==> config.mk <==
export PLATFORM = sky130hd
export DESIGN_NAME = uart_rx
export DESIGN_NICKNAME = d
export VERILOG_FILES = /design/src/rtl/uart_rx.sv
export SDC_FILE = /design/constraint.sdc
export NUM_CORES = 1
export LEC_CHECK = 0
export ABC_CLOCK_PERIOD_IN_PS = 2600
export CAP_MARGIN = 20
export CORE_ASPECT_RATIO = 0.6
export CORE_MARGIN = 5
export CORE_UTILIZATION = 55
export CTS_CLUSTER_DIAMETER = 150
export DETAILED_ROUTE_END_ITERATION = 8
export PLACE_DENSITY = 0.77
export SYNTH_ARGS = -nofsm -noshare
export SYNTH_HDL_FRONTEND = slang
export SYNTH_SLANG_ARGS = --single-unit
==> constraint.sdc <==
create_clock -name clk -period 2.6 [get_ports clk]
set_clock_uncertainty 0.15 [all_clocks]
set_input_delay 0.39 -clock clk [delete_from_list [all_inputs] [get_ports clk]]
set_output_delay 0.39 -clock clk [all_outputs]
set_load 0.01 [all_outputs]
==> src/rtl/uart_rx.sv <==
// uart_rx: 8N1 serial receiver, 2-flop input synchronizer,
// mid-bit sampling, false-start rejection and break recovery.
module uart_rx #(
  parameter int CLKS_PER_BIT = 16
) (
  input  logic       clk,
  input  logic       rst,
  input  logic       rx,
  output logic [7:0] data_out,
  output logic       rx_valid,
  output logic       frame_err,
  output logic       busy
);

  localparam int CW = $clog2(CLKS_PER_BIT);

  localparam logic [CW-1:0] HALF_LAST =
    CW'(CLKS_PER_BIT / 2 - 1);

  localparam logic [CW-1:0] BIT_LAST =
    CW'(CLKS_PER_BIT - 1);

  localparam logic [CW-1:0] BAUD_ONE = CW'(1);

  typedef enum logic [2:0] {
    IDLE      = 3'd0,
    START     = 3'd1,
    DATA      = 3'd2,
    STOP      = 3'd3,
    WAIT_IDLE = 3'd4
  } state_t;

  state_t        state;
  state_t        state_nxt;
  logic          rx_meta;
  logic          rx_sync;
  logic [CW-1:0] baud;
  logic [CW-1:0] baud_nxt;
  logic [2:0]    bit_cnt;
  logic [2:0]    bit_nxt;
  logic [7:0]    shift;
  logic [7:0]    shift_nxt;
  logic [7:0]    data_nxt;
  logic          valid_nxt;
  logic          ferr_nxt;

  // Two-flop synchronizer; idles at the line's mark level.
  always_ff @(posedge clk or posedge rst) begin
    if (rst) begin
      rx_meta <= 1'b1;
      rx_sync <= 1'b1;
    end else begin
      rx_meta <= rx;
      rx_sync <= rx_meta;
    end
  end

  // State, counters and shift register.
  always_ff @(posedge clk or posedge rst) begin
    if (rst) begin
      state   <= IDLE;
      baud    <= '0;
      bit_cnt <= 3'd0;
      shift   <= 8'h00;
    end else begin
      state   <= state_nxt;
      baud    <= baud_nxt;
      bit_cnt <= bit_nxt;
      shift   <= shift_nxt;
    end
  end

  // Next-state logic; outputs decided at the stop sample.
  always_comb begin
    state_nxt = state;
    baud_nxt  = baud;
    bit_nxt   = bit_cnt;
    shift_nxt = shift;
    data_nxt  = data_out;
    valid_nxt = 1'b0;
    ferr_nxt  = 1'b0;

    case (state)
      IDLE: begin
        if (!rx_sync) begin
          state_nxt = START;
          baud_nxt  = '0;
        end
      end

      START: begin
        if (baud == HALF_LAST) begin
          baud_nxt = '0;
          bit_nxt  = 3'd0;
          if (rx_sync) begin
            state_nxt = IDLE;
          end else begin
            state_nxt = DATA;
          end
        end else begin
          baud_nxt = baud + BAUD_ONE;
        end
      end

      DATA: begin
        if (baud == BIT_LAST) begin
          shift_nxt[bit_cnt] = rx_sync;
          baud_nxt = '0;
          if (bit_cnt == 3'd7) begin
            state_nxt = STOP;
          end else begin
            bit_nxt = bit_cnt + 3'd1;
          end
        end else begin
          baud_nxt = baud + BAUD_ONE;
        end
      end

      STOP: begin
        if (baud == BIT_LAST) begin
          baud_nxt = '0;
          if (rx_sync) begin
            data_nxt  = shift;
            valid_nxt = 1'b1;
            state_nxt = IDLE;
          end else begin
            ferr_nxt  = 1'b1;
            state_nxt = WAIT_IDLE;
          end
        end else begin
          baud_nxt = baud + BAUD_ONE;
        end
      end

      WAIT_IDLE: begin
        if (rx_sync) begin
          state_nxt = IDLE;
        end
      end

      default: begin
        state_nxt = IDLE;
        baud_nxt  = '0;
        bit_nxt   = 3'd0;
      end
    endcase
  end

  // Registered outputs; busy tracks the state being entered.
  always_ff @(posedge clk or posedge rst) begin
    if (rst) begin
      data_out  <= 8'h00;
      rx_valid  <= 1'b0;
      frame_err <= 1'b0;
      busy      <= 1'b0;
    end else begin
      data_out  <= data_nxt;
      rx_valid  <= valid_nxt;
      frame_err <= ferr_nxt;
      busy      <= (state_nxt != IDLE);
    end
  end

endmodule

=== Word-level counts from Yosys, hierarchy flattened ===
Index checks and enable logic that the tools add are counted.
W data, S select, Z words.

* Flip-flop bits (word level): 31
* Input port bits: 3
* Output and inout port bits: 11
* Word-level logic and storage cells: 62

* $add $sub $neg: 2
* $lt $le $gt $ge: 2
* Equality and inequality tests: 11
* Mux-type cells: 26
* Bitwise logic cells: 2
* Reduce and logical (&&, ||, !) cells: 9

{| class="wikitable"
|+ Operator list
! operator !! number
|-
| $mux W3 || 10
|-
| $pmux W4 S4 || 1
|-
| $pmux W3 S5 || 1
|-
| $mux W4 || 3
|-
| $pmux W3 S3 || 1
|-
| $bwmux W8 || 1
|-
| $ne A2 B2 Y1 const B || 4
|-
| $mux W1 || 7
|-
| $eq A3 B2 Y1 const B || 2
|-
| $eq A3 B3 Y1 const B || 2
|-
| $add A4 B1 Y4 const B || 1
|-
| $eq A4 B3 Y1 const B || 1
|-
| $eq A4 B4 Y1 const B || 1
|-
| $lt A3 B4 Y1 const B || 1
|-
| $reduce_and A2 Y1 || 2
|-
| $reduce_and A4 Y1 || 1
|-
| $add A3 B1 Y3 const B || 1
|-
| $demux W1 S3 || 1
|-
| $eq A3 B1 Y1 const B || 1
|-
| $ge A3 B1 Y1 const B || 1
|-
| $logic_not A3 Y1 || 1
|-
| $reduce_and A3 Y1 || 1
|-
| $reduce_bool A3 Y1 || 1
|-
| $reduce_or A3 Y1 || 1
|-
| other kinds (4) || 5
|}

=== Depth between registers and ports, before layout ===
* Depth in word-level cells: 5
* Mapped depth: 6
* Mapped depth without buffers: 6

=== Least setup slack after synthesis ===
Ideal clock, no wire load.

* Path type: reg-to-reg
* Start point: reg state[2]
* End point: reg shift[5]
* Setup time: 128 ps
* Arrival time: 1523 ps
* Data required time: 2322 ps
* Path slack: 800 ps
* Stages on the path, launching flop included: 6
* Period minus slack after synthesis: 1800 ps
* Cell sequence: dfrtp_1 > nand2b_1 > buf_6 > or3b_4 > nor3_2 > mux2_1

* Cells in the longest elaborated chain, start to end: 2

{| class="wikitable"
|+ Ends and longest elaborated chain
! item !! RTL line !! text
|-
| start, declared || 33 || <nowiki>state_t state;</nowiki>
|-
| start signal, assigned || 66 || <nowiki>state <= state_nxt;</nowiki>
|-
| $eq A3 B2 Y1 || 83 || <nowiki>case (state)</nowiki>
|-
| $reduce_and A2 Y1 (no source line) || n/a ||
|-
| end signal, assigned || 69 || <nowiki>shift <= shift_nxt;</nowiki>
|-
| end, declared || 41 || <nowiki>logic [7:0] shift;</nowiki>
|}

No other way between the ends.
A chain may end at the register's enable or synchronous reset.

=== Worst setup path in the final report ===
* Start point: reg baud[0]
* End point: reg data_out[5]

* Cells in the longest elaborated chain, start to end: 2

{| class="wikitable"
|+ Ends and longest elaborated chain
! item !! RTL line !! text
|-
| start, declared || 37 || <nowiki>logic [CW-1:0] baud;</nowiki>
|-
| start signal, assigned || 67 || <nowiki>baud <= baud_nxt;</nowiki>
|-
| $eq A4 B4 Y1 || 120 || <nowiki>if (baud == BIT_LAST) begin</nowiki>
|-
| $reduce_and A3 Y1 (no source line) || n/a ||
|-
| end signal, assigned || 157 || <nowiki>data_out <= data_nxt;</nowiki>
|-
| end, declared || 9 || <nowiki>output logic [7:0] data_out,</nowiki>
|}

No other way between the ends.

==> impl_metrics.py <==
metrics = {
    "drt": {
        "drcViolationCount": 0,
        "firstDrtPassIters": 4,
        "routed_wl_um": 2470,
        "dr_total_vias": 944,
        "vias_per_cell": 5.79,
        "first_iter_violations": 39,
        "drtAntennaViolNets": 0,
        "routedWlPerCell_um": 15.2,
    },
    "setup_path": {
        "crit_slowest_cell": "mux2_1",
        "reg2reg_depth": 5,
        "path_cells": "ha_1 > nand4_1 > nor2_1 > nand2_1 > mux2_1",
        "reg2reg_from": "baud[0]",
        "r2r_slack_ps": 590,
        "cp-start-kind": "register",
        "endpoint_kind": "register",
        "cp.arrival_ps": 2020,
        "crit_fanout": 9,
        "crit_type": "register to register",
        "r2r_end": "data_out[5]",
        "crit_required_ps": 2610,
        "max_stage_delay_ps": 420,
    },
    "yosys": {
        "netlist_top_cells_area": "dfrtp_1, mux2_1, dfstp_2, ha_1, nor3_1",
        "yosys.cell_types.count": 38,
        "synth_top_area_cell": "dfrtp_1",
        "syn-num-nets": 122,
        "ys_async_sr_fraction_pct": 100,
        "syn_inst": 116,
        "yosys_most_used_dff": "dfrtp_1",
        "synth_top_area_share_pct": 51.9,
        "ys_seq_area_share_pct": 55.7,
        "syn_area_mm2": 0.00140,
        "synth_edf_count": 0,
        "synth-seq-cells": 31,
        "syn_area_per_cell_um2": 12.0,
        "yosysWarnings": 0,
    },
    "timing": {
        "period_share_pct": 77.3,
        "tightest_slew_ps": 509,
        "hold_ws_ps": 205,
        "setup_viol": 0,
        "slew_headroom_pct": 65.8,
        "setup_tns_ps": 0,
        "final_hold_viol_count": 0,
        "fmax_ghz": 0.498,
        "period_minus_slack_ps": 2010,
        "rsz0062_at_grt": "false",
        "fin_ws_ps": 591,
        "slew_viol_final": 0,
    },
    "layout": {
        "num_antenna_cells": 0,
        "layout_common_cells": "dfrtp_1, mux2_1, clkdlybuf4s50_1",
        "layout_commonest_cell": "dfrtp_1",
        "layout-drive-gt1-share_pct": 11.5,
        "nNetsFinal": 138,
        "syn_to_final_growth_pct": 15.9,
        "fillCellCount": 195,
    },
    "clock_tree": {
        "clk_path_buf_depth": 2,
        "cts_tree": "done",
        "cts_sinks": 31,
        "clk_latency_ps": 280,
        "root_buffer": "clkbuf_8",
        "numCtsBuffers": 5,
        "h-tree-depth": 2,
        "ctsResizeCount": 0,
        "holdBufCountCts": 0,
        "path_clk_slew_ps": 60,
        "cts_setup_buffers": 0,
    },
    "floorplanning": {
        "die_w_um": 75.1,
        "fp.dieArea_mm2": 0.00368,
        "rows": 14,
        "die_h_um": 49.0,
        "core_mm2": 0.00247,
        "initial_core_util_pct": 56.6,
        "ios": 14,
    },
    "grt": {
        "grt_antenna_before_repair": 0,
        "grt_pass1_vias": 929,
        "grt_usage_pct": 16.3,
        "grt_pass1_wl_um": 4370,
        "overflow": 0,
        "grt_start_max_net_pins": 32,
    },
    "hold_path": {
        "hp-class": "register to register",
        "hold_depth": 0,
        "whs_endpoint": "rx_sync",
        "hp-start": "rx_meta",
    },
    "run_status": {
        "status": "complete, no violations",
    },
    "place": {
        "port_buffers": 13,
        "place_hpwl_um": 1810,
        "dp_slack_ps": 620,
        "place.gp.congestion": 0.794,
    },
    "power": {
        "power.leakage_nw": 0.770,
        "powerDensity_mw_per_mm2": 768,
        "peakVddDrop_mv": 0.407,
    },
    "job": {
        "maxCapViolations": 0,
    },
}
-- area by class of cell --
class,instances,area (um^2),area share (%)
tap,32,40.0,2.47
clock buffer,6,72.6,4.48
inverter,4,15.0,0.927
timing repair buffer,14,138,8.49
sequential,31,778,48.0
multi-input combinational,76,577,35.6
-- flip-flops by register name (all words and copies together) (netlist names) --
signal / count
data_out: 8
rx_meta: 1
state: 3
baud: 4
frame_err: 1
bit_cnt: 3
rx_sync: 1
rx_valid: 1
shift: 8
busy: 1
-- stage by stage --
stage / total power [mW] / instances / util (%) / cell area (um^2)
after floorplan: 0.859 / 116 / - / 1400
after global placement: 0.896 / 157 / 62.7 / 1550
after detailed placement: 0.915 / 157 / 62.7 / 1550
after CTS: 1.25 / 163 / 65.6 / 1620
after global routing: 1.33 / 163 / 65.6 / 1620
final: 1.24 / 163 / 65.6 / 1620
-- worst max path at each step --
stage	slack, ps	cells past startpoint	to	start
after floorplan	800	5	shift[5]	state[2]
after global placement	690	6	busy	bit_cnt[1]
after detailed placement	620	5	data_out[5]	baud[0]
after CTS	580	5	data_out[5]	baud[0]
after global routing	500	5	data_out[4]	baud[0]
final	590	5	data_out[5]	baud[0]
-- worst max-delay path, delay by kind of cell (launching register included) --
kind          cells  cell delay (ps)
simple gates      3              610
fa+ha+maj         1              310
flops             1              400
mux               1              420
-- where the power goes --
| group | switching (mW) | internal (mW) |
|---|---|---|
| registers | 0.0910 | 0.545 |
| logic | 0.154 | 0.121 |
| clock network | 0.157 | 0.178 |
-- routing by layer --
layer / part of all wire (%) / track usage (%)
met5: 0 / 0
met4: 1.0 / 4.14
met1: 50 / 21.8
met3: 8.0 / 8.23
met2: 41 / 23.3
-- cell usage after synthesis, types with 2 or more instances --
cell type / n
o21ai_0: 3
nor2_1: 8
inv_1: 4
or3_1: 2
mux2_2: 2
nand3_1: 5
nor3_1: 6
dfrtp_1: 29
nor4_2: 2
a22o_1: 2
ha_1: 3
mux2_1: 15
dfstp_2: 2
buf_1: 2
nand2_1: 5
nand4_1: 4
-- logic make-up after synthesis --
group | after synthesis | share of synthesized area [%]
AOI/OAI and AO/OA | 12 | 6.36
xor gates and xnor gates | 1 | 0.627
adders and majority gates | 3 | 2.69
buffers and inverters | 9 | 3.04
DFF | 31 | 55.7
muxes | 18 | 14.4
and+or+nand+nor | 42 | 17.2
No activity file was read; power rests on OpenSTA's default activity.
